===== src/rtl/rr_arbiter_4.sv =====
// Four-way round-robin arbiter with registered one-hot grant and optional hold timeout.
// grant_id steers the shared datapath mux; it is meaningful only while busy is high.
module rr_arbiter_4 #(
    parameter int unsigned         CNT_W    = 8,
    parameter logic [CNT_W-1:0]    MAX_HOLD = '0
) (
    input  logic       clk,
    input  logic       rst,
    input  logic [3:0] req,
    output logic [3:0] grant,
    output logic [1:0] grant_id,
    output logic       busy,
    output logic       timeout
);

    typedef enum logic {IDLE = 1'b0, OWN = 1'b1} state_t;

    state_t           state, state_nx;
    logic [1:0]       ptr, ptr_nx;
    logic [CNT_W-1:0] hold_cnt, cnt_nx;
    logic [3:0]       grant_nx;
    logic [1:0]       id_nx;
    logic             timeout_nx;

    // Returns {found, index}: first requester at or after p, wrapping mod 4.
    function automatic logic [2:0] pick(input logic [1:0] p, input logic [3:0] r);
        logic [2:0] res;
        logic [1:0] idx;
        res = 3'b000;
        for (int k = 3; k >= 0; k--) begin
            idx = p + 2'(k);
            if (r[idx]) res = {1'b1, idx};
        end
        return res;
    endfunction

    logic       req_own;
    logic       hold_to;
    logic       rotate;
    logic [1:0] rot_ptr;
    logic [2:0] pick_idle;
    logic [2:0] pick_rot;

    assign req_own   = req[grant_id];
    assign hold_to   = (MAX_HOLD != '0) && (hold_cnt == MAX_HOLD);
    assign rotate    = !req_own || hold_to;
    assign rot_ptr   = grant_id + 2'd1;
    assign pick_idle = pick(ptr, req);
    assign pick_rot  = pick(rot_ptr, req);

    // State register: FSM state, pointer, hold counter and all registered outputs.
    always_ff @(posedge clk) begin
        if (rst) begin
            state    <= IDLE;
            ptr      <= 2'd0;
            hold_cnt <= '0;
            grant    <= 4'b0000;
            grant_id <= 2'd0;
            busy     <= 1'b0;
            timeout  <= 1'b0;
        end else begin
            state    <= state_nx;
            ptr      <= ptr_nx;
            hold_cnt <= cnt_nx;
            grant    <= grant_nx;
            grant_id <= id_nx;
            busy     <= |grant_nx;
            timeout  <= timeout_nx;
        end
    end

    // Next-state: ownership, priority pointer and hold counter.
    always_comb begin
        state_nx = state;
        ptr_nx   = ptr;
        cnt_nx   = hold_cnt;
        case (state)
            IDLE: begin
                if (pick_idle[2]) begin
                    state_nx = OWN;
                    cnt_nx   = CNT_W'(1);
                end
            end
            OWN: begin
                if (rotate) begin
                    ptr_nx = rot_ptr;
                    if (pick_rot[2]) begin
                        cnt_nx = CNT_W'(1);
                    end else begin
                        state_nx = IDLE;
                        cnt_nx   = '0;
                    end
                end else if (hold_cnt != '1) begin
                    cnt_nx = hold_cnt + CNT_W'(1);
                end
            end
            default: state_nx = IDLE;
        endcase
    end

    // Output decode: next grant vector, owner index and timeout pulse.
    always_comb begin
        grant_nx   = 4'b0000;
        id_nx      = 2'd0;
        timeout_nx = 1'b0;
        case (state)
            IDLE: begin
                if (pick_idle[2]) begin
                    grant_nx = 4'b0001 << pick_idle[1:0];
                    id_nx    = pick_idle[1:0];
                end
            end
            OWN: begin
                if (rotate) begin
                    timeout_nx = req_own && hold_to;
                    if (pick_rot[2]) begin
                        grant_nx = 4'b0001 << pick_rot[1:0];
                        id_nx    = pick_rot[1:0];
                    end
                end else begin
                    grant_nx = grant;
                    id_nx    = grant_id;
                end
            end
            default: begin
                grant_nx = 4'b0000;
            end
        endcase
    end

endmodule


===== config.mk =====
export PLATFORM = sky130hd
export DESIGN_NAME = rr_arbiter_4
export DESIGN_NICKNAME = d
export VERILOG_FILES = /design/src/rtl/rr_arbiter_4.sv
export SDC_FILE = /design/constraint.sdc
export NUM_CORES = 1
export LEC_CHECK = 0
export BUFFER_PORTS_ARGS = -buffer_cell sky130_fd_sc_hd__buf_2
export CORE_MARGIN = 10
export CORE_UTILIZATION = 52
export DETAILED_ROUTE_END_ITERATION = 7
export GPL_TIMING_DRIVEN = 0
export HOLD_SLACK_MARGIN = 0.1
export PLACE_DENSITY = 0.76
export REMOVE_ABC_BUFFERS = 1
export SLEW_MARGIN = 25
export SYNTH_ARGS = -nofsm -noshare
export SYNTH_HDL_FRONTEND = slang
export SYNTH_SLANG_ARGS = --single-unit

===== constraint.sdc =====
create_clock -name clk -period 2.1 [get_ports clk]
set_clock_uncertainty 0.15 [all_clocks]
set_input_delay 0.315 -clock clk [delete_from_list [all_inputs] [get_ports clk]]
set_output_delay 0.315 -clock clk [all_outputs]
set_load 0.005 [all_outputs]

==> flow_metrics.py <==
metrics = {
    "outcome": {
        "outcome": "finished clean",
    },
    "sta": {
        "fin_setup_tns_ns": 0,
        "worstMarginPinSlew_ns": 0.551,
        "slew_violations": 0,
        "maxSlewHeadroom_pct": 62.9,
        "period_minus_slack_ns": 1.95,
        "setup_slack_ns": 0.146,
        "post-route-period-util_pct": 93.0,
        "setup_viol": 0,
        "hold_violations": 0,
        "fmax_mhz": 512,
        "rsz0062_at_grt": "false",
    },
    "clocking": {
        "cts.root.buffer_cell": "clkbuf_4",
        "cts_tree": "done",
        "clk_pin_slew_worst_paths_ns": 0.08,
        "numCtsBuffers": 3,
        "htreeDepth": 1,
        "clk_latency_ns": 0.28,
        "cts.sinks": 10,
        "cts_buffer_depth": 2,
    },
    "worst_setup_path": {
        "critPathKind": "flop to flop",
        "critPathRequiredTime_ns": 2.15,
        "critPathMaxStageDelay_ns": 0.46,
        "cp_max_fo": 6,
        "crit_path_end_kind": "flop",
        "worstPathCellList": "mux2i_1 > nor2_1 > a311oi_1 > or3b_1 > a31oi_1",
        "slowest_stage": "a311oi_1",
        "arrival_ns": 2.00,
        "startpoint_type": "flop",
    },
    "route": {
        "vias_per_cell": 5.88,
        "routedWlPerCell_um": 14.3,
        "remaining_drc_errors": 0,
        "drt.antenna.violating_nets": 0,
        "num_vias": 676,
        "finalWirelength_mm": 1.64,
        "first_iter_violations": 36,
        "drt_pass1_iterations": 4,
    },
    "cells_and_area": {
        "layout_common_cells": "nor2_1 (13), buf_2 (12), dfxtp_1 (9)",
        "area_growth_pct": 9.03,
        "final_common_cell": "nor2_1",
        "fillers": 121,
        "finish.instance_area_sq_um": 771,
        "fin_nets": 107,
        "fin_cells": 115,
        "diodes": 0,
        "drive_above_1_share_pct": 22.0,
    },
    "flow_run": {
        "cap_violations": 0,
    },
    "grt": {
        "grt_max_degree": 14,
        "grt_first_pass_wirelength_mm": 2.75,
        "grt_pass1_vias": 637,
        "gr-total-overflow": 0,
        "grtUsageTotal_pct": 10.5,
        "grt_antenna_before_repair": 0,
    },
    "logic_synthesis": {
        "syn_inst": 92,
        "syn_area_sq_um": 707,
        "syn_avg_cell_area_sq_um": 7.68,
        "yosysUniqueCellTypes": 35,
        "synth_compound_area_share_pct": 27.8,
        "ys_warn_count": 0,
        "synth_top_family_by_area": "compound AO/OA/AOI/OAI gates",
        "synth_seq_cells": 10,
        "synth_area_leaders": "dfxtp_1 (28%), nor2_1 (6.9%), a21oi_1 (5.0%)",
        "synthAdderAreaFrac_pct": 0,
        "synthSimpleGateAreaFrac_pct": 25.7,
        "yosysSeqAreaShare_pct": 28.3,
        "synth_top_area_cell": "dfxtp_1",
        "synth.area.mux_share_pct": 6.02,
        "synth.top_cell.area_share_pct": 28.3,
        "synthXorXnorAreaFrac_pct": 1.24,
    },
    "pwr": {
        "p_per_area_mw_per_mm2": 702,
        "p_switching_w": 0.000168,
        "ir_worst_vdd_mv": 0.342,
        "p_clk_share_pct": 33.7,
        "seqPwrFrac_pct": 42.3,
        "p_comb_share_pct": 24.1,
        "p_leak_nw": 0.322,
        "intPower_w": 0.000374,
        "netSwitchingFraction_pct": 31.0,
        "p_total_w": 0.000541,
    },
    "die": {
        "rows": 13,
        "dieArea_sq_mm": 0.00323,
        "start_util_pct": 55.0,
        "die_w_um": 56.9,
        "coreArea_sq_mm": 0.00128,
        "die_h_um": 56.9,
        "io_pins": 14,
    },
    "placement": {
        "dp_cells": 111,
        "gp_congestion": 0.894,
        "pre_cts_slack_ns": 0.0301,
        "dpl_cell_area_sq_um": 731,
        "portBuffers": 12,
        "place_hpwl_mm": 1.22,
    },
    "worst_hold_path": {
        "min_path_type": "primary input to flop",
    },
}
==> critical path: cells and delay by family, from the launching register on <==
| kind | cells | cell delay [ns] |
|---|---|---|
| multiplexers | 1 | 0.21 |
| flip-flops | 1 | 0.43 |
| AO/OA/AOI/OAI | 2 | 0.63 |
| AND/OR/NAND/NOR | 2 | 0.46 |
==> cells by family (layout without fill, tap and decap cells) <==
group | count (synthesis) | after routing
other | 1 | 1
buffers and inverters | 13 | 21
xor gates and xnor gates | 1 | 1
and+or+nand+nor | 35 | 35
DFF | 10 | 10
AOI/OAI and AO/OA | 29 | 29
muxes | 3 | 3
==> Yosys cell counts, drive strengths merged <==
cell type / count
nand2b: 6
a21oi: 7
clkbuf: 2
nor2: 13
a31oi: 1
o22ai: 3
nand3: 1
a21o: 1
dfxtp: 10
or4: 1
mux4: 1
mux2i: 2
a21boi: 2
conb: 1
o2bb2a: 1
buf: 6
a22o: 1
or3b: 1
a311oi: 2
nor4: 2
o21ai: 7
and2b: 1
xnor2: 1
nand2: 7
and2: 1
nor2b: 2
inv: 5
o221ai: 1
a32oi: 3
==> power by group through the flow <==
stage          Clock (W)  Combinational (W)  Sequential, W
3_5_place_dp           0           0.000129       0.000233
4_1_cts         0.000184           0.000130       0.000229
3_3_place_gp           0           0.000127       0.000232
6_report        0.000182           0.000130       0.000229
2_1_floorplan          0          0.0000861       0.000229
5_1_grt         0.000197           0.000147       0.000231
==> per-stage QoR <==
step                utilization [%]  hold WS, ns
floorplan                         -        0.234
global placement               56.9        0.342
CTS                            59.8        0.152
global route                   60.0        0.176
detailed placement             56.9        0.344
finish                         60.0        0.162
==> layer usage <==
layer / global-route usage, % / vias up / wire length [um]
li1: - / 339 / -
met1: 11.6 / 296 / 670
met2: 15.8 / 36 / 807
met3: 4.27 / 5 / 126
met4: 7.38 / 0 / 35
met5: 0 / - / 0
==> final cells by class <==
class / instances / area (sq um) / area share [%]
timing repair buffer: 12 / 60.1 / 7.79
multi-input combinational: 69 / 433 / 56.2
sequential: 10 / 204 / 26.5
inverter: 5 / 18.8 / 2.44
tap: 15 / 18.8 / 2.44
clock buffer: 4 / 36.3 / 4.71
==> worst paths after layout <==
| path | cells after the start | to | from | slack (ns) |
|---|---|---|---|---|
| worst min-delay path | 2 | grant_id[1]$_SDFFE_PP0P_ | rst | 0.16 |
| worst max register to register | 5 | grant[1]$_SDFF_PP0_ | ptr[1]$_SDFFE_PP0P_ | 0.15 |
| worst min register to register | 2 | grant[1]$_SDFF_PP0_ | grant[1]$_SDFF_PP0_ | 0.36 |
| worst max-delay path | 5 | grant[1]$_SDFF_PP0_ | ptr[1]$_SDFFE_PP0P_ | 0.15 |
==> flip-flops by register name (all words and copies together), names as in the netlist <==
signal,count
busy,1
grant,4
grant_id,2
ptr,2
state,1
==> what timing repair did <==
action                                 CTS  global route
gates resized for setup                  1             1
hold buffers                             0             0
buffers inserted                         0             0
setup endpoints to repair                1             1
endpoints found under the hold margin    0             0
cloned                                   0             0
(Power assumes the default switching activity.)
